<file path="config.mk">
export PLATFORM = sky130hd
export DESIGN_NAME = mem_port_arbiter
export DESIGN_NICKNAME = d
export VERILOG_FILES = /design/src/rtl/mem_arb_pkg.sv /design/src/rtl/wait_counter.sv /design/src/rtl/mem_port_arbiter.sv
export SDC_FILE = /design/constraint.sdc
export NUM_CORES = 1
export LEC_CHECK = 0
export BUFFER_PORTS_ARGS = -buffer_cell sky130_fd_sc_hd__buf_2
export CELL_PAD_IN_SITES_DETAIL_PLACEMENT = 1
export CELL_PAD_IN_SITES_GLOBAL_PLACEMENT = 1
export CORE_MARGIN = 8
export CORE_UTILIZATION = 35
export DETAILED_ROUTE_END_ITERATION = 7
export HOLD_SLACK_MARGIN = 0.08
export PLACE_DENSITY = 0.88
export SLEW_MARGIN = 20
export SYNTH_ARGS = -nofsm -noshare
export SYNTH_HDL_FRONTEND = slang
export SYNTH_HIERARCHICAL = 1
export SYNTH_SLANG_ARGS = --single-unit
</file>
<file path="constraint.sdc">
create_clock -name clk_i -period 3.13 [get_ports clk_i]
set_input_delay 0.1565 -clock clk_i [delete_from_list [all_inputs] [get_ports clk_i]]
set_output_delay 0.1565 -clock clk_i [all_outputs]
set_load 0.005 [all_outputs]
</file>
<file path="src/rtl/mem_arb_pkg.sv">
// mem_arb_pkg: shared types and constants for the memory port arbiter
package mem_arb_pkg;
  typedef enum logic [1:0] {IDLE, ACCESS, RESP} state_e;
  localparam logic OWNER_FETCH = 1'b0;
  localparam logic OWNER_DATA  = 1'b1;
  localparam int MAX_LATENCY = 15;
  localparam int CNT_W = $clog2(MAX_LATENCY + 1);
endpackage

</file>
<file path="src/rtl/wait_counter.sv">
// wait_counter: loadable down-counter that stops at zero and flags it
// ports: clk_i/rst_ni clock and async active-low reset; load_i/load_val_i load;
//        dec_i decrement enable; zero_o count is zero
module wait_counter
  import mem_arb_pkg::*;
(
  input  logic             clk_i,
  input  logic             rst_ni,
  input  logic             load_i,
  input  logic [CNT_W-1:0] load_val_i,
  input  logic             dec_i,
  output logic             zero_o
);
  logic [CNT_W-1:0] cnt_q, cnt_d;
  assign zero_o = cnt_q == '0;
  assign cnt_d = load_i ? load_val_i : (dec_i && !zero_o) ? cnt_q - CNT_W'(1) : cnt_q;
  always_ff @(posedge clk_i or negedge rst_ni)
    if (!rst_ni) cnt_q <= '0;
    else cnt_q <= cnt_d;
endmodule

</file>
<file path="src/rtl/mem_port_arbiter.sv">
// mem_port_arbiter: shares one memory port between instruction fetch and data access
// ports: clk_i/rst_ni clock and async active-low reset; if_* fetch requester;
//        d_* data requester; mem_* memory port; busy_o/owner_o current grant
module mem_port_arbiter
  import mem_arb_pkg::*;
#(
  parameter int MEM_LATENCY = 2,
  parameter int ADDR_W      = 32,
  parameter int DATA_W      = 32
) (
  input  logic              clk_i,
  input  logic              rst_ni,
  input  logic              if_req_i,
  input  logic [ADDR_W-1:0] if_addr_i,
  output logic [DATA_W-1:0] if_rdata_o,
  output logic              if_done_o,
  input  logic              d_req_i,
  input  logic              d_we_i,
  input  logic [ADDR_W-1:0] d_addr_i,
  input  logic [DATA_W-1:0] d_wdata_i,
  output logic [DATA_W-1:0] d_rdata_o,
  output logic              d_done_o,
  output logic              mem_en_o,
  output logic              mem_we_o,
  output logic [ADDR_W-1:0] mem_addr_o,
  output logic [DATA_W-1:0] mem_wdata_o,
  input  logic [DATA_W-1:0] mem_rdata_i,
  output logic              busy_o,
  output logic              owner_o
);
  state_e state_q, state_d;
  logic owner_q, owner_d, fair_q, fair_d, we_q, we_d;
  logic [ADDR_W-1:0] addr_q, addr_d;
  logic [DATA_W-1:0] wdata_q, wdata_d, if_rdata_q, if_rdata_d, d_rdata_q, d_rdata_d;
  logic grant, grant_data, cnt_zero, last;
  assign grant = state_q == IDLE && (if_req_i || d_req_i);
  // the fair flag hands the next contested grant to fetch after data won one
  assign grant_data = d_req_i && !(fair_q && if_req_i);
  assign last = state_q == ACCESS && cnt_zero;
  wait_counter u_cnt (
    .clk_i,
    .rst_ni,
    .load_i    (grant),
    .load_val_i(CNT_W'(MEM_LATENCY - 1)),
    .dec_i     (state_q == ACCESS),
    .zero_o    (cnt_zero)
  );
  always_comb begin
    state_d    = state_q;
    owner_d    = owner_q;
    fair_d     = fair_q;
    we_d       = we_q;
    addr_d     = addr_q;
    wdata_d    = wdata_q;
    if_rdata_d = if_rdata_q;
    d_rdata_d  = d_rdata_q;
    if (grant) begin
      state_d = ACCESS;
      owner_d = grant_data ? OWNER_DATA : OWNER_FETCH;
      fair_d  = grant_data && if_req_i;
      we_d    = grant_data && d_we_i;
      addr_d  = grant_data ? d_addr_i : if_addr_i;
      wdata_d = grant_data ? d_wdata_i : '0;
    end
    if (last) begin
      state_d    = RESP;
      if_rdata_d = (!we_q && owner_q == OWNER_FETCH) ? mem_rdata_i : if_rdata_q;
      d_rdata_d  = (!we_q && owner_q == OWNER_DATA) ? mem_rdata_i : d_rdata_q;
    end
    if (state_q == RESP) state_d = IDLE;
  end
  always_ff @(posedge clk_i or negedge rst_ni)
    if (!rst_ni) begin
      state_q    <= IDLE;
      owner_q    <= OWNER_FETCH;
      fair_q     <= 1'b0;
      we_q       <= 1'b0;
      addr_q     <= '0;
      wdata_q    <= '0;
      if_rdata_q <= '0;
      d_rdata_q  <= '0;
    end else begin
      state_q    <= state_d;
      owner_q    <= owner_d;
      fair_q     <= fair_d;
      we_q       <= we_d;
      addr_q     <= addr_d;
      wdata_q    <= wdata_d;
      if_rdata_q <= if_rdata_d;
      d_rdata_q  <= d_rdata_d;
    end
  assign mem_en_o    = state_q == ACCESS;
  assign mem_we_o    = last && we_q;
  assign mem_addr_o  = addr_q;
  assign mem_wdata_o = wdata_q;
  assign if_rdata_o  = if_rdata_q;
  assign d_rdata_o   = d_rdata_q;
  assign if_done_o   = state_q == RESP && owner_q == OWNER_FETCH;
  assign d_done_o    = state_q == RESP && owner_q == OWNER_DATA;
  assign busy_o      = state_q != IDLE;
  assign owner_o     = owner_q;
endmodule

</file>
# --- After elaboration in Yosys (flattened, before gate mapping) ---
# Index checks and enable logic that the tools add are counted.
word_totals:
  ff_bits: 137
  in_bits: 133
  out_inout_bits: 134
  word_cells: 44
classes:
  add_sub_neg: 1
  eq_ne: 2
  mux: 8
  bitwise: 1
  reduce_logical: 23
ops:
  columns: ["operator", "n"]
  rows:
  - ["$mux 32", 2]
  - ["$logic_and 1x1->1", 12]
  - ["$mux 4", 2]
  - ["$mux 2", 3]
  - ["$logic_not 4->1", 1]
  - ["$reduce_and 2->1", 2]
  - ["$reduce_bool 2->1", 2]
  - ["$sub 4x1->4 const B", 1]
  - ["$logic_not 1->1", 3]
  - ["$reduce_bool 3->1", 1]
  - ["$eq 2x1->1 const B", 1]
  - ["$eq 2x2->1 const B", 1]
  - ["$logic_not 2->1", 1]
  - ["$logic_or 1x1->1", 1]
  - ["$mux 1", 1]
  - ["$not 1->1", 1]

# --- Logic depth before layout (Yosys ltp) ---
depth:
  ltp_word: 5
  depth_mapped: 8
  depth_no_buf: 7

# --- Modules after synthesis ---
# Netlist, hierarchy kept.
modules_own_cells:
  columns: ["module", "instances", "cells_per_inst", "area_per_inst_um2", "seq_area_each_um2"]
  rows:
  - ["mem_port_arbiter", 1, 410, 5243.8, 3328.2]
  - ["wait_counter", 1, 27, 252.7, 100.1]

# --- Worst setup path before layout ---
# Ideal clock, no wire load.
synth_timing:
  path_kind: "flip-flop to flip-flop"
  startpoint: "register u_cnt.cnt_q[0]"
  endpoint: "register if_rdata_q[10] (netlist: if_rdata_o[10])"
  setup_time_ps: 125
  arrival_time_ps: 2124
  required_ps: 3005
  path_slack_ps: 881
  stages_incl_launch_ff: 9
  path_buffers: 1
  period_less_slack_ps: 2249
  path_cell_list: "dfrtp_1 > inv_1 > ha_1 > or3b_4 > inv_1 > inv_1 > nor4b_4 > buf_6 > mux2_2"
synth_between:
  elab_chain_len: 3
synth_lines:
  columns: ["item", "line", "source"]
  rows:
  - ["start: declaration", "wait_counter.sv:14", "logic [CNT_W-1:0] cnt_q, cnt_d;"]
  - ["start signal: assignment", "wait_counter.sv:19", "else cnt_q <= cnt_d;"]
  - ["$logic_not 4->1", "wait_counter.sv:15", "assign zero_o = cnt_q == '0;"]
  - ["named net cnt_zero", "mem_port_arbiter.sv:35", "logic grant, grant_data, cnt_zero, last;"]
  - ["$logic_and 1x1->1", "mem_port_arbiter.sv:39", "assign last = state_q == ACCESS && cnt_zero;"]
  - ["$reduce_and 2->1 (no line)", null, null]
  - ["end signal: assignment", "mem_port_arbiter.sv:89", "if_rdata_q <= if_rdata_d;"]
  - ["end: declaration", "mem_port_arbiter.sv:34", "logic [DATA_W-1:0] wdata_q, wdata_d, if_rdata_q, if_rdata_d, d_rdata_q, d_rdata_d;"]
# The timed path passes the listed nets, and every way through them passes these cells.
# A chain may end at the register's enable or synchronous reset.

# --- Worst setup path after layout ---
layout_timing:
  startpoint: "register u_cnt.cnt_q[0]"
  endpoint: "register if_rdata_q[29] (netlist: if_rdata_o[29])"
# The elaborated chain is that of the path after synthesis.

==> reports/metrics.yaml <==
outcome: "completed"
via_per_inst: 4.99
avgRoutedWirePerCell_um: 22.0
hpwl_um: 13200
met2_length_um: 12100
wl_met3_um: 1910
critPathMaxFanout: 32
htreeDepth: 4
cts_resized: 0
maxUsedRoutingLayer: "met4"
synth_edf_count: 0
drive_gt1_share_pct: 44.6
core-area_um2: 15600
root_buffer: "clkbuf_16"
cellLeakagePower_nw: 4.37
ys.flop_type: "dfrtp_1"
finalSetupViolCount: 0
max_cap_violations: 0
worst_ep_required_time_ns: 3.42
vias: 5343
cts_buffers: 17
finalWirelength_um: 23500
critPathArrivalTime_ns: 2.86
start_kind: "register"
drtIter0Drc: 208
pin_count: 267
grt_pass1_wl_um: 36400
die_area_um2: 20000
reg2reg_depth: 8
worstReg2RegStart: "u_cnt/cnt_q[0]"
ff2ff_setup_slack_ns: 0.56
syn-instance-count: 437
clock_path_buffers: 2
crit_path_end_kind: "register"
clk_latency_ns: 0.42
syn_area_per_cell_um2: 12.6
maxSlewViolCount: 0
cts_tree: "yes"
p_total_w: 0.00909
yosys_warnings: 6
p_per_area_nw_per_um2: 1000
synthDistinctLibCells: 40
max_slew_margin_pct: 45.2
io_buffers: 266
grt-ovfl-total: 0
fin_nets: 969
synth_top_family_by_area: "compound AO/OA/AOI/OAI gates"
r2r-end: "if_rdata_o[29]"
fin_skew_ns: 0.0126
seq_area_frac_synth_pct: 62.4
worst_slew_pin_slew_ns: 0.822
syn-cell-area_um2: 5500
final_antenna_net_count: 0
critPathKind: "reg2reg"
yosys.area_share.adder_pct: 0.228
grt_usage_pct: 23.7
gp_congestion: 0.777
muxShareOfSynthArea_pct: 13.1
drt-met1-wl_um: 8790
antenna_found_initial: 6
period_needed_ns: 2.57
ys_ff_latch: 137
async_flop_share_pct: 100
grt_max_degree: 86
syn_to_final_growth_pct: 64.8
synthXorXnorAreaFrac_pct: 0
synth_simple_gate_area_share_pct: 7.44
fmax_mhz: 389
cts_sinks: 137
hold_path.class: "in2async"
synth_compound_area_share_pct: 13.6
clk_pin_slew_worst_paths_ns: 0.07
grt_pass1_vias: 6228
rsz0062_at_grt: "false"
fin_crit_sh_pct: 82.2
irDropWorstVdd_uv: 458
die_x_um: 141
dr.pass1.iters: 6
final-hold-violation-count: 0
initial_core_util_pct: 35.2
setup_tns_ns: 0
rows: 46
route.detailed.drc: 0
die_h_um: 141
==> layout by cell type (no fill, tap or decap), drive strengths merged, types with 2 or more instances in the layout <==
cell type / instances
dfrtp: 137
inv: 12
nand2: 69
diode: 6
o21ai: 3
and3: 3
mux2: 64
clkinvlp: 2
clkbuf: 18
a22o: 33
nor4b: 2
a21oi: 35
bufinv: 5
conb: 4
nor3b: 2
dlygate4sd3: 132
buf: 275
a31oi: 32
==> flip-flops by register name, indices dropped and copies added, names as in the netlist, 2 cells and up <==
| register | count |
|---|---|
| d_rdata_o | 32 |
| if_rdata_o | 32 |
| mem_addr_o | 32 |
| mem_wdata_o | 32 |
| u_cnt/cnt_q | 4 |
| state_q | 2 |
==> cell families after synthesis <==
family,Yosys count
flip-flops,137
AO/OA/AOI/OAI,111
AND/OR/NAND/NOR,86
multiplexers,64
buffers and inverters,36
other,2
adder cells (fa/ha/maj),1
==> worst max-delay path by stage <==
stage                        start             end  slack [ns]  depth (start not counted)
floorplan           u_cnt/cnt_q[0]  if_rdata_o[10]        0.88                          8
global placement    u_cnt/cnt_q[0]  if_rdata_o[11]        0.71                          8
detailed placement  u_cnt/cnt_q[0]  if_rdata_o[15]        0.61                          8
CTS                 u_cnt/cnt_q[0]  if_rdata_o[29]        0.59                          8
global route        u_cnt/cnt_q[0]  if_rdata_o[29]        0.44                          8
finish              u_cnt/cnt_q[0]  if_rdata_o[29]        0.56                          8
==> per-stage QoR <==
stage          util [%]  hold WS [ns]  area, µm²  instances  setup WS [ns]
6_report           58.1         0.371       9060       1070          0.558
5_1_grt            58.1         0.458       9060       1070          0.440
4_1_cts            58.0         0.423       9040       1064          0.587
3_5_place_dp       45.2         0.282       7050        900          0.605
3_3_place_gp       45.2         0.282       7050        900          0.714
2_1_floorplan         -        -0.139       5500        439          0.881
==> what timing repair did <==
item | in CTS | in global routing
hold buffers | 132 | 0
hold endpoints to repair | 214 | 0
setup buffers | 0 | 0
==> cells in the mapped netlist, types with 2 or more instances <==
cell type / count / area share [%]
inv_1: 6 / 0.41
a22o_1: 33 / 5.3
nand2_1: 68 / 4.6
conb_1: 2 / 0.14
mux2_1: 2 / 0.41
and3_1: 2 / 0.23
buf_6: 3 / 0.61
a21oi_1: 35 / 3.2
clkbuf_1: 14 / 0.96
a31oi_1: 32 / 3.6
nor3b_1: 2 / 0.27
dfrtp_1: 137 / 62
buf_1: 3 / 0.20
buf_2: 10 / 0.91
mux2_2: 62 / 13
o21ai_0: 2 / 0.18
==> worst max-delay path, stage by stage (launching register included) <==
cell and delay [ns]:
dfrtp_1 0.38, inv_1 0.10, ha_1 0.21, or3b_4 0.42, inv_1 0.12, inv_1 0.09
nor4b_4 0.26, buf_4 0.43, mux2_2 0.43
==> area by class of cell <==
class / instances / area [µm²]
Antenna cell: 6 / 15.0
Clock buffer: 18 / 439
Clock inverter: 14 / 234
Fill cell: 1691 / 6540
Inverter: 6 / 22.5
Multi-Input combinational cell: 266 / 1910
Sequential cell: 137 / 3430
Tap cell: 216 / 270
Timing Repair Buffer: 407 / 2740
==> report_power, final <==
group / switching, W / total [W] / internal (W) / leakage [nW]
logic: 0.00161 / 0.00349 / 0.00188 / 2.42
registers: 0.000599 / 0.00327 / 0.00268 / 1.63
clock network: 0.000856 / 0.00232 / 0.00146 / 0.324
total: 0.00307 / 0.00909 / 0.00602 / 4.37
==> metal layers <==
metal | vias up | global-route usage, %
li1 | 2370 | -
met3 | 47 | 7.69
met1 | 2692 | 25.4
met2 | 234 | 41.8
met5 | - | 0
met4 | 0 | 10.7
Note: power is estimated with default switching activity, not from simulation.
